## src/rtl/alu_arb_pkg.sv

```systemverilog
// Shared core definitions for the EXU ALU sequencer: datapath widths, ALU opcodes
// and the alu_arb FSM encodings.
package alu_arb_pkg;

  localparam int CPU_WIDTH    = 32;
  localparam int ALU_OP_WIDTH = 4;

  localparam logic [ALU_OP_WIDTH-1:0] ALU_AND  = 4'd0;
  localparam logic [ALU_OP_WIDTH-1:0] ALU_OR   = 4'd1;
  localparam logic [ALU_OP_WIDTH-1:0] ALU_XOR  = 4'd2;
  localparam logic [ALU_OP_WIDTH-1:0] ALU_ADD  = 4'd3;
  localparam logic [ALU_OP_WIDTH-1:0] ALU_SUB  = 4'd4;
  localparam logic [ALU_OP_WIDTH-1:0] ALU_SLL  = 4'd5;
  localparam logic [ALU_OP_WIDTH-1:0] ALU_SRL  = 4'd6;
  localparam logic [ALU_OP_WIDTH-1:0] ALU_SRA  = 4'd7;
  localparam logic [ALU_OP_WIDTH-1:0] ALU_SLT  = 4'd8;
  localparam logic [ALU_OP_WIDTH-1:0] ALU_SLTU = 4'd9;
  localparam logic [ALU_OP_WIDTH-1:0] ALU_EQU  = 4'd10;

  // Exposed as plain constants so debug tooling can decode the state register.
  localparam logic [1:0] ALU_ARB_IDLE = 2'd0;
  localparam logic [1:0] ALU_ARB_EXEC = 2'd1;
  localparam logic [1:0] ALU_ARB_RESP = 2'd2;

  typedef enum logic [1:0] {
    ARB_IDLE = ALU_ARB_IDLE,
    ARB_EXEC = ALU_ARB_EXEC,
    ARB_RESP = ALU_ARB_RESP
  } arb_state_e;

  typedef struct packed {
    logic [ALU_OP_WIDTH-1:0] op;
    logic [CPU_WIDTH-1:0]    src1;
    logic [CPU_WIDTH-1:0]    src2;
  } alu_cmd_t;

endpackage

```

## src/rtl/alu_arb_rr_arb2.sv

```systemverilog
// Two-input round-robin pick: a lone requester always wins, and on contention the
// requester that did not win last time is chosen.
module rr_arb2 (
  input  logic [1:0] valid,
  input  logic       last,
  output logic       grant
);

  always_comb begin
    grant = 1'b0;
    if (valid == 2'b11) begin
      grant = !last;
    end else begin
      grant = valid[1];
    end
  end

endmodule

```

## src/rtl/alu_arb.sv

```systemverilog
// Round-robin sequencer for the shared EXU ALU: grants one of two requesters,
// drives registered operands, captures the result and returns it with a tag.
import alu_arb_pkg::*;

module alu_arb #(
  parameter int TAG_W = 4
) (
  input  logic                    clk,
  input  logic                    rst,
  input  logic                    enable,
  input  logic                    req0_valid,
  output logic                    req0_ready,
  input  logic [ALU_OP_WIDTH-1:0] req0_op,
  input  logic [CPU_WIDTH-1:0]    req0_src1,
  input  logic [CPU_WIDTH-1:0]    req0_src2,
  input  logic [TAG_W-1:0]        req0_tag,
  input  logic                    req1_valid,
  output logic                    req1_ready,
  input  logic [ALU_OP_WIDTH-1:0] req1_op,
  input  logic [CPU_WIDTH-1:0]    req1_src1,
  input  logic [CPU_WIDTH-1:0]    req1_src2,
  input  logic [TAG_W-1:0]        req1_tag,
  output logic [ALU_OP_WIDTH-1:0] alu_op,
  output logic [CPU_WIDTH-1:0]    alu_src1,
  output logic [CPU_WIDTH-1:0]    alu_src2,
  input  logic [CPU_WIDTH-1:0]    alu_res,
  output logic                    rsp_valid,
  input  logic                    rsp_ready,
  output logic                    rsp_id,
  output logic [TAG_W-1:0]        rsp_tag,
  output logic [CPU_WIDTH-1:0]    rsp_data
);

  arb_state_e       state;
  arb_state_e       state_next;
  logic             last_grant;
  logic             grant;
  logic             accept;
  logic             capture;
  logic             rsp_done;
  alu_cmd_t         win_cmd;
  logic [TAG_W-1:0] win_tag;

  rr_arb2 u_rr_arb2 (
    .valid ({req1_valid, req0_valid}),
    .last  (last_grant),
    .grant (grant)
  );

  always_comb begin
    win_cmd = '0;
    win_tag = '0;
    if (grant) begin
      win_cmd.op   = req1_op;
      win_cmd.src1 = req1_src1;
      win_cmd.src2 = req1_src2;
      win_tag      = req1_tag;
    end else begin
      win_cmd.op   = req0_op;
      win_cmd.src1 = req0_src1;
      win_cmd.src2 = req0_src2;
      win_tag      = req0_tag;
    end
  end

  // With enable low or reset asserted nothing may advance, so every strobe stays low.
  always_comb begin
    state_next = state;
    req0_ready = 1'b0;
    req1_ready = 1'b0;
    accept     = 1'b0;
    capture    = 1'b0;
    rsp_done   = 1'b0;
    if (enable && !rst) begin
      case (state)
        ARB_IDLE: begin
          req0_ready = req0_valid && !grant;
          req1_ready = req1_valid && grant;
          accept     = req0_ready || req1_ready;
          if (accept) begin
            state_next = ARB_EXEC;
          end
        end
        ARB_EXEC: begin
          capture    = 1'b1;
          state_next = ARB_RESP;
        end
        ARB_RESP: begin
          if (rsp_valid && rsp_ready) begin
            rsp_done   = 1'b1;
            state_next = ARB_IDLE;
          end
        end
        default: state_next = ARB_IDLE;
      endcase
    end
  end

  always_ff @(posedge clk) begin
    if (rst) begin
      state <= ARB_IDLE;
    end else begin
      state <= state_next;
    end
  end

  // last_grant resets to 1 so requester 0 wins the first contention.
  always_ff @(posedge clk) begin
    if (rst) begin
      last_grant <= 1'b1;
      alu_op     <= '0;
      alu_src1   <= '0;
      alu_src2   <= '0;
      rsp_valid  <= 1'b0;
      rsp_id     <= 1'b0;
      rsp_tag    <= '0;
      rsp_data   <= '0;
    end else begin
      if (accept) begin
        alu_op     <= win_cmd.op;
        alu_src1   <= win_cmd.src1;
        alu_src2   <= win_cmd.src2;
        rsp_tag    <= win_tag;
        rsp_id     <= grant;
        last_grant <= grant;
      end
      if (capture) begin
        rsp_data  <= alu_res;
        rsp_valid <= 1'b1;
      end
      if (rsp_done) begin
        rsp_valid <= 1'b0;
      end
    end
  end

endmodule

```

## config.mk

```make
export PLATFORM = sky130hd
export DESIGN_NAME = alu_arb
export DESIGN_NICKNAME = d
export VERILOG_FILES = /design/src/rtl/alu_arb_pkg.sv /design/src/rtl/alu_arb_rr_arb2.sv /design/src/rtl/alu_arb.sv
export SDC_FILE = /design/constraint.sdc
export NUM_CORES = 1
export LEC_CHECK = 0
export ABC_AREA = 1
export BUFFER_PORTS_ARGS = -buffer_cell sky130_fd_sc_hd__buf_4
export CAP_MARGIN = 40
export CELL_PAD_IN_SITES_DETAIL_PLACEMENT = 0
export CELL_PAD_IN_SITES_GLOBAL_PLACEMENT = 1
export CORE_ASPECT_RATIO = 0.9
export CORE_MARGIN = 2
export CORE_UTILIZATION = 29
export CTS_CLUSTER_SIZE = 24
export DETAILED_ROUTE_END_ITERATION = 8
export PLACE_DENSITY_LB_ADDON = 0.1
export SYNTH_ARGS = -nofsm -noshare
export SYNTH_HDL_FRONTEND = slang
export SYNTH_SLANG_ARGS = --single-unit
export TNS_END_PERCENT = 5
```

## constraint.sdc

```tcl
create_clock -name clk -period 1.33 [get_ports clk]
set_input_delay 0.266 -clock clk [delete_from_list [all_inputs] [get_ports clk]]
set_output_delay 0.266 -clock clk [all_outputs]
set_load 0.005 [all_outputs]
```

# After elaboration in Yosys (flattened, before gate mapping)
# Cells that the tools add are included.
[word_totals]
out_inout_bits = 108
word_cells = 42
input_bits = 182
register_bits = 109
[classes]
n_eq_ne = 5
muxes = 17
reduce_logical = 11
[ops]
columns = ["operator", "count"]
rows = [
  ["2-to-1 mux 68 bit", 1],
  ["2-to-1 mux 1 bit", 12],
  ["one-hot mux 2 bit (3 select lines)", 1],
  ["equality test 2 bit (second input constant)", 2],
  ["logical AND 1 bit", 4],
  ["2-to-1 mux 2 bit", 2],
  ["2-to-1 mux 4 bit", 1],
  ["!= test 2 bit (second input constant)", 2],
  ["logical NOT 1 bit", 3],
  ["AND reduction 3 bit", 1],
  ["equality test 2 x 1 -> 1 bit (second input constant)", 1],
  ["logical NOT 2 bit", 1],
  ["OR reduction 2 bit", 1],
  ["logical OR 1 bit", 1],
]

# Longest topological paths before layout
# Gate-level depths: netlist of run 1.
[logic_depth]
depth_word = 7
depth_mapped = 9
ltp_nobuf = 7

# By module
# A second synthesis of run 1 with hierarchy kept.
[hier_totals]
hier_cells = 867
hier_area_um2 = 5201.2
[modules_own_cells]
columns = ["mod", "seq_area_each_um2", "area_per_inst_um2", "cells_each", "n_inst"]
rows = [
  ["alu_arb", 2182.1, 5188.7, 865, 1],
  ["rr_arb2", 0.0, 12.5, 2, 1],
]

# Least setup slack after synthesis of run 1
# No wires, ideal clock.
[synth_path]
kind = "register -> output"
from = "register last_grant"
to = "output req0_ready"
path_buffers = 2
arrival_ns = 1.003
setup_slack_ns = 0.061
t_required_ns = 1.064
stages_incl_launch_ff = 7
path_cell_list = "dfxtp_1 > nand2_1 > nand2_1 > buf_2 > buf_2 > nand3_1 > nor3_1"
[synth_via]
elab_chain_len = 6
[synth_rtl]
columns = ["item", "line", "text"]
rows = [
  ["from (decl)", "alu_arb.sv:36", "logic last_grant;"],
  ["from (signal assigned)", "alu_arb.sv:125", "last_grant <= grant;"],
  ["logical NOT 1 bit", "alu_arb_rr_arb2.sv:12", "grant = !last;"],
  ["2-to-1 mux 1 bit", "alu_arb_rr_arb2.sv:11", "if (valid == 2'b11) begin"],
  ["logical NOT 1 bit", "alu_arb.sv:77", "req0_ready = req0_valid && !grant;"],
  ["logical AND 1 bit", "alu_arb.sv:77", ""],
  ["2-to-1 mux 1 bit", "alu_arb.sv:75", "case (state)"],
  ["2-to-1 mux 1 bit", "alu_arb.sv:74", "if (enable && !rst) begin"],
  ["to (decl)", "alu_arb.sv:12", "output logic req0_ready,"],
]
# No other way between the ends.

# Final worst setup path of run 1
[layout_path]
from = "register state[0]"
to = "output req0_ready"
[layout_via]
elab_chain_len = 3
[layout_rtl]
columns = ["item", "line", "text"]
rows = [
  ["from (decl)", "alu_arb.sv:34", "arb_state_e state;"],
  ["from (signal assigned)", "alu_arb.sv:103", "state <= state_next;"],
  ["logical NOT 2 bit", "alu_arb.sv:75", ""],
  ["2-to-1 mux 1 bit", "alu_arb.sv:75", ""],
  ["2-to-1 mux 1 bit", "alu_arb.sv:74", ""],
]
# No other way between the ends.

==> results.py, run 1 <==
metrics = {
    "global_routing": {
        "overflow": 0,
        "grt_pass1_wl_um": 28700,
        "grt_pass1_vias": 5689,
        "grt_usage_pct": 17.6,
        "grt_max_degree": 47,
        "antenna_found_initial": 0,
    },
    "clock_tree": {
        "clkTransAtPathRegs_ps": 80,
        "hold_buffers": 0,
        "clk_path_buf_depth": 2,
        "cts_max_level": 3,
        "root_buffer": "clkbuf_16",
        "cts_buffers": 9,
        "clock_sinks": 109,
        "worstSkewPairLatency_ps": 350,
        "cts_tree": "built",
    },
    "yosys": {
        "yosysSeqAreaShare_pct": 38.8,
        "synthMuxAreaShare_pct": 0,
        "synth_compound_area_share_pct": 3.11,
        "synth_simple_gate_area_share_pct": 42.4,
        "synth_cells": 949,
        "syn_nets": 1131,
        "yosys_warnings": 0,
        "syn-mean-instance-area_sq_um": 5.93,
        "synth_cell_type_count": 15,
        "synth_top_family_by_area": "simple AND/OR/NAND/NOR gates",
        "syn_area_sq_mm": 0.00563,
        "synth_xor_area_share_pct": 0,
        "yosys.area_share.adder_pct": 0,
        "ys_ff_latch": 109,
    },
    "layout": {
        "area_growth_pct": 58.5,
        "drive_above_1_share_pct": 31.4,
        "nets": 1424,
        "fillers": 2105,
        "design_area_sq_mm": 0.00892,
        "diodes": 0,
    },
    "critical_path": {
        "path_cells": "buf_6 -> nor2_4 -> nand3_1 -> nor3_2 -> buf_4",
        "cp_slowest_cell": "dfxtp_2",
        "required_ps": 1060,
        "crit_end": "req0_ready",
        "start_kind": "flop",
        "r2r-end": "alu_src1[20]$_SDFFE_PP0P_",
        "crit_arrival_ps": 1250,
        "endpoint_kind": "primary output",
        "rrSetupSlack_ps": -100,
        "rr_worst_depth": 8,
        "worstSetupPathType": "reg2out",
        "crit_path_start": "state[0]$_SDFFE_PP0P_",
        "max_stage_delay_ps": 330,
        "r2r-start": "state[0]$_SDFFE_PP0P_",
        "cp_max_fo": 3,
    },
    "flow_run": {
        "cap_viol_max_count": 0,
    },
    "placement": {
        "port_buffers": 289,
        "dpl_cell_area_sq_mm": 0.00828,
        "gp_congestion": 0.728,
        "dpl.hpwl_um": 13500,
    },
    "drt": {
        "drt-total-wl_um": 19000,
        "vias_per_cell": 4.18,
        "post-route-drc-count": 0,
        "wl_per_cell_um": 12.7,
        "dr.pass1.iters": 4,
        "vias": 6258,
        "drt_first_iter_violations": 213,
        "drtAntennaViolNets": 0,
    },
    "sta": {
        "worst_pin_slew_ps": 289,
        "slew_headroom_pct": 80.7,
        "period_share_pct": 114,
        "worst_slack_ps": -184,
        "drv_slew": 0,
        "rsz0062_at_grt": "true",
        "max_freq_mhz": 661,
        "skew_ps": 6.14,
        "setup_viol": 77,
        "fin_crit_ps": 1510,
        "hold_viol": 0,
    },
    "floorplanning": {
        "rows": 48,
        "core_sq_mm": 0.0191,
        "ios": 290,
        "die_area_sq_mm": 0.0205,
        "initial_core_util_pct": 29.5,
        "die_height_um": 136,
        "die_width_um": 151,
    },
    "min_path": {
        "hold_class": "in2reg",
    },
    "power": {
        "irDropWorstVdd_v": 0.000593,
        "p_per_area_mw_per_mm2": 943,
        "power.leakage_nw": 4.90,
        "total_power_mw": 8.41,
    },
    "run_status": {
        "failed_checks": "setup timing",
        "status": "finished, violations left",
    },
}
## per-layer routing
| metal | vias up | global-route usage [%] | part of all wire, % |
|---|---|---|---|
| met3 | 13 | 6.85 | 9.4 |
| met1 | 2682 | 21.7 | 44 |
| li1 | 3397 | - | - |
| met5 | - | 0 | 0 |
| met4 | 0 | 3.48 | 0.87 |
| met2 | 166 | 29.3 | 45 |
## critical path: cells and delay by family (launching register included)
family / cells / cell delay (ps)
buffers and inverters: 2 / 250
DFF: 1 / 330
and+or+nand+nor: 3 / 310
## placed cells by master, fill, tap and decap left out, drive strengths merged
master and instances:
a21oi 34, bufinv 1, clkinvlp 1, dfxtp 109, buf 338, nor2 221, clkbuf 14, clkinv 1
inv 154, nand2 261, nand3 111, nor3 1, o21ai 1
## report_power, final
group	internal, mW	total (mW)	switching, mW
Combinational	1.04	1.98	0.941
Clock	1.55	2.90	1.35
Sequential	3.44	3.53	0.0887
## state kept, by name, indices dropped and copies added (netlist names)
| name | cells |
|---|---|
| rsp_tag | 4 |
| state | 2 |
| rsp_id | 1 |
| alu_op | 4 |
| last_grant | 1 |
| alu_src2 | 32 |
| alu_src1 | 32 |
| rsp_data | 32 |
| rsp_valid | 1 |
## metrics by stage
stage / util, % / TNS (ps) / worst slack, ps / std cells / hold slack [ps]
global placement: 43.4 / -1690 / -52.4 / 1470 / 447
floorplan: - / 0 / 60.8 / 949 / 429
global route: 46.7 / -14420 / -264 / 1497 / 156
detailed placement: 43.4 / -3050 / -66.5 / 1470 / 452
CTS: 45.2 / -494 / -214 / 1488 / 164
finish: 46.7 / -5270 / -184 / 1497 / 180
## worst min-delay path by stage
| stage | cells past startpoint | endpoint | startpoint |
|---|---|---|---|
| after floorplan | 2 | last_grant$_SDFFE_PP1P_ | last_grant$_SDFFE_PP1P_ |
| after global placement | 2 | last_grant$_SDFFE_PP1P_ | last_grant$_SDFFE_PP1P_ |
| after detailed placement | 2 | last_grant$_SDFFE_PP1P_ | last_grant$_SDFFE_PP1P_ |
| after CTS | 3 | rsp_data[16]$_SDFFE_PP0P_ | alu_res[16] |
| after global routing | 3 | rsp_data[7]$_SDFFE_PP0P_ | alu_res[7] |
| final | 3 | rsp_data[5]$_SDFFE_PP0P_ | alu_res[5] |
## area by class of cell
class,instances,area [sq um],area share (%)
Clock buffer,10,239,2.68
Clock inverter,6,77.6,0.869
Inverter,151,569,6.38
Multi-Input combinational cell,629,2700,30.2
Sequential cell,109,2180,24.5
Tap cell,250,313,3.51
Timing Repair Buffer,342,2840,31.9
## cells by family (layout without fill, tap and decap cells)
kind of cell | after synthesis | count (layout)
DFF | 109 | 109
AOI/OAI and AO/OA | 35 | 35
buffers and inverters | 211 | 509
and+or+nand+nor | 594 | 594
## what timing repair did
action / 4_1_cts / 5_1_grt
gates resized for setup: 6 / 42
buffers inserted: 2 / 5
setup endpoints to repair: 9 / 91
pin swaps: 1 / 28
gates cloned: 0 / 4
## cell usage after synthesis (all sizes together)
cell	number	area share, %
nor3	1	0.089
clkbuf	20	1.3
a21oi	34	3.0
dfxtp	109	39
nor2	221	15
nand3	111	9.9
o21ai	1	0.089
nand2	261	17
buf	40	4.3
inv	151	10
Note: power is estimated with default switching activity, not from simulation.
==> run 2, diff against run 1 <==
- clock period: 1.33 -> 1.4 ns (I/O delays scaled with it)
==> run 2 against run 1 <==
  * The run still ends with setup timing left
  * First-iteration DRC count grew 13%
  * Clock skew grew 5.5 ps
  * Wire length grew 1.2%
  * Hold slack gained 7.0 ps
  * Count of clock-buffer cells in the layout shrank 1
  * Critical path depth is the same
  * Largest power group unchanged
==> results.py, run 2 (synthesized netlist as in run 1, its figures left out) <==
metrics = {
    "run_status": {
        "status": "finished, violations left",
        "failed_checks": "setup timing",
    },
    "critical_path": {
        "crit_arrival_ps": 1150,
        "endpoint_kind": "primary output",
        "max_stage_delay_ps": 340,
        "cpLargestDelayFamily": "flip-flops",
        "path_cells": "nand2_2 -> nand2_4 -> nand3_1 -> nor3_2 -> buf_4",
        "required_ps": 1120,
        "worstSetupPathType": "reg2out",
        "worst-path-buf-inv": 1,
        "crit_path_start": "last_grant$_SDFFE_PP1P_",
        "r2r-start": "state[0]$_SDFFE_PP0P_",
        "start_kind": "flop",
        "cp_slowest_cell": "dfxtp_2",
        "cp_max_fo": 4,
    },
    "drt": {
        "dr.pass1.iters": 4,
        "drt_first_iter_violations": 241,
        "vias": 6270,
        "drt-total-wl_um": 19200,
        "wl_per_cell_um": 12.9,
        "met2_length_um": 8750,
        "post-route-drc-count": 0,
        "route.met3.wl_um": 1860,
        "top_layer": "met4",
        "drt-met1-wl_um": 8380,
        "drtAntennaViolNets": 0,
        "vias_per_cell": 4.23,
    },
    "placement": {
        "placed_cells": 1461,
        "gp_congestion": 0.754,
        "port_buffers": 289,
        "pre_cts_ws_ps": -23.5,
        "dpl.hpwl_um": 13300,
    },
    "layout": {
        "final_common_cell": "buf_4",
        "nets": 1411,
        "diodes": 0,
        "final_cell_mix": "311 x buf_4, 257 x nand2_1, 208 x nor2_1",
        "largestRegisters": "alu_src1 x32, alu_src2 x32, rsp_data x32",
        "area_growth_pct": 55.2,
        "fin_cells": 1484,
        "drive_above_1_share_pct": 30.3,
    },
    "global_routing": {
        "grt_pass1_wl_um": 28500,
        "grt_usage_pct": 17.4,
        "antenna_found_initial": 0,
        "overflow": 0,
        "grt_pass1_vias": 5592,
        "grt_max_degree": 43,
    },
    "power": {
        "pwr-share-clk_pct": 34.9,
        "power.internal_mw": 5.69,
        "irDropWorstVdd_v": 0.000634,
        "power.leakage_nw": 4.79,
        "pwr-share-seq_pct": 41.9,
        "combPwrFrac_pct": 23.2,
        "switching_share_pct": 28.9,
        "p_per_area_mw_per_mm2": 915,
        "switchingPower_mw": 2.31,
    },
    "clock_tree": {
        "worstSkewPairLatency_ps": 360,
        "clk_path_buf_depth": 2,
        "clock_sinks": 109,
        "cts_buffers": 9,
        "root_buffer": "clkbuf_16",
        "hold_buffers": 0,
        "cts_tree": "built",
        "clkTransAtPathRegs_ps": 90,
        "cts_max_level": 3,
    },
    "min_path": {
        "worstHoldStart": "alu_res[15]",
        "hold_class": "in2reg",
    },
    "floorplanning": {
        "die_area_sq_mm": 0.0205,
        "ios": 290,
        "die_width_um": 151,
        "core_sq_mm": 0.0191,
        "initial_core_util_pct": 29.5,
        "rows": 48,
        "die_height_um": 136,
    },
    "sta": {
        "drv_slew": 0,
        "worst_pin_slew_ps": 313,
        "slew_headroom_pct": 79.1,
        "max_freq_mhz": 698,
        "hold_viol": 0,
        "fin_crit_ps": 1430,
        "setup_viol": 8,
        "skew_ps": 11.6,
        "fin_hold_ws_ps": 187,
        "worst_slack_ps": -32.4,
        "period_share_pct": 102,
        "rsz0062_at_grt": "true",
    },
    "flow_run": {
        "cap_viol_max_count": 0,
    },
}
[run 2: worst register-to-register path, delay by kind of cell (launching register included)]
kind,cells,cell delay [ps]
buffers and inverters,4,530
AND/OR/NAND/NOR,5,460
flip-flops,1,330
[run 2: what timing repair did]
item                                    4_1_cts  5_1_grt
gates resized for setup                      10       20
pin swaps                                     3        9
buffers inserted                              2        0
endpoints found under the setup margin        2       88
gates cloned                                  0        5
[run 2: layout make-up]
class / count / area [sq um]
clock buffers: 9 / 225
clock inverters: 7 / 105
fillers: 2123 / 10400
inverters: 151 / 569
multi-input cells: 629 / 2650
flip-flops and latches: 109 / 2190
well taps: 250 / 313
repair buffers: 329 / 2690
[run 2: stage by stage]
step / util (%) / TNS, ps / power, mW / instance area [sq um]
2_1_floorplan: - / 0 / 4.23 / 5630
3_3_place_gp: 42.8 / -2.90 / 5.16 / 8180
3_5_place_dp: 42.8 / -116 / 5.16 / 8180
4_1_cts: 44.8 / -223 / 8.02 / 8550
5_1_grt: 45.7 / -6100 / 8.45 / 8740
6_report: 45.7 / -88.7 / 8.00 / 8740
[run 2: path summary, 6_finish.rpt]
check                         endpoint  slack [ps]  depth (start not counted)
max                         req0_ready         -30                          5
min          rsp_data[15]$_SDFFE_PP0P_         190                          3
max reg2reg  alu_src1[14]$_SDFFE_PP0P_         -10                          9
min reg2reg    last_grant$_SDFFE_PP1P_         470                          2
[run 2: power groups by stage]
stage	registers (mW)	clock network [mW]	logic, mW
2_1_floorplan	3.43	0	0.796
3_3_place_gp	3.42	0	1.74
3_5_place_dp	3.42	0	1.74
4_1_cts	3.35	2.91	1.76
5_1_grt	3.37	3.00	2.08
6_report	3.35	2.79	1.85
[run 2: per-layer routing]
layer  track usage [%]  up-vias
met5                 0        -
met3              6.98       14
met1              21.4     2716
met2              28.6      175
met4              4.31        0
li1                  -     3365
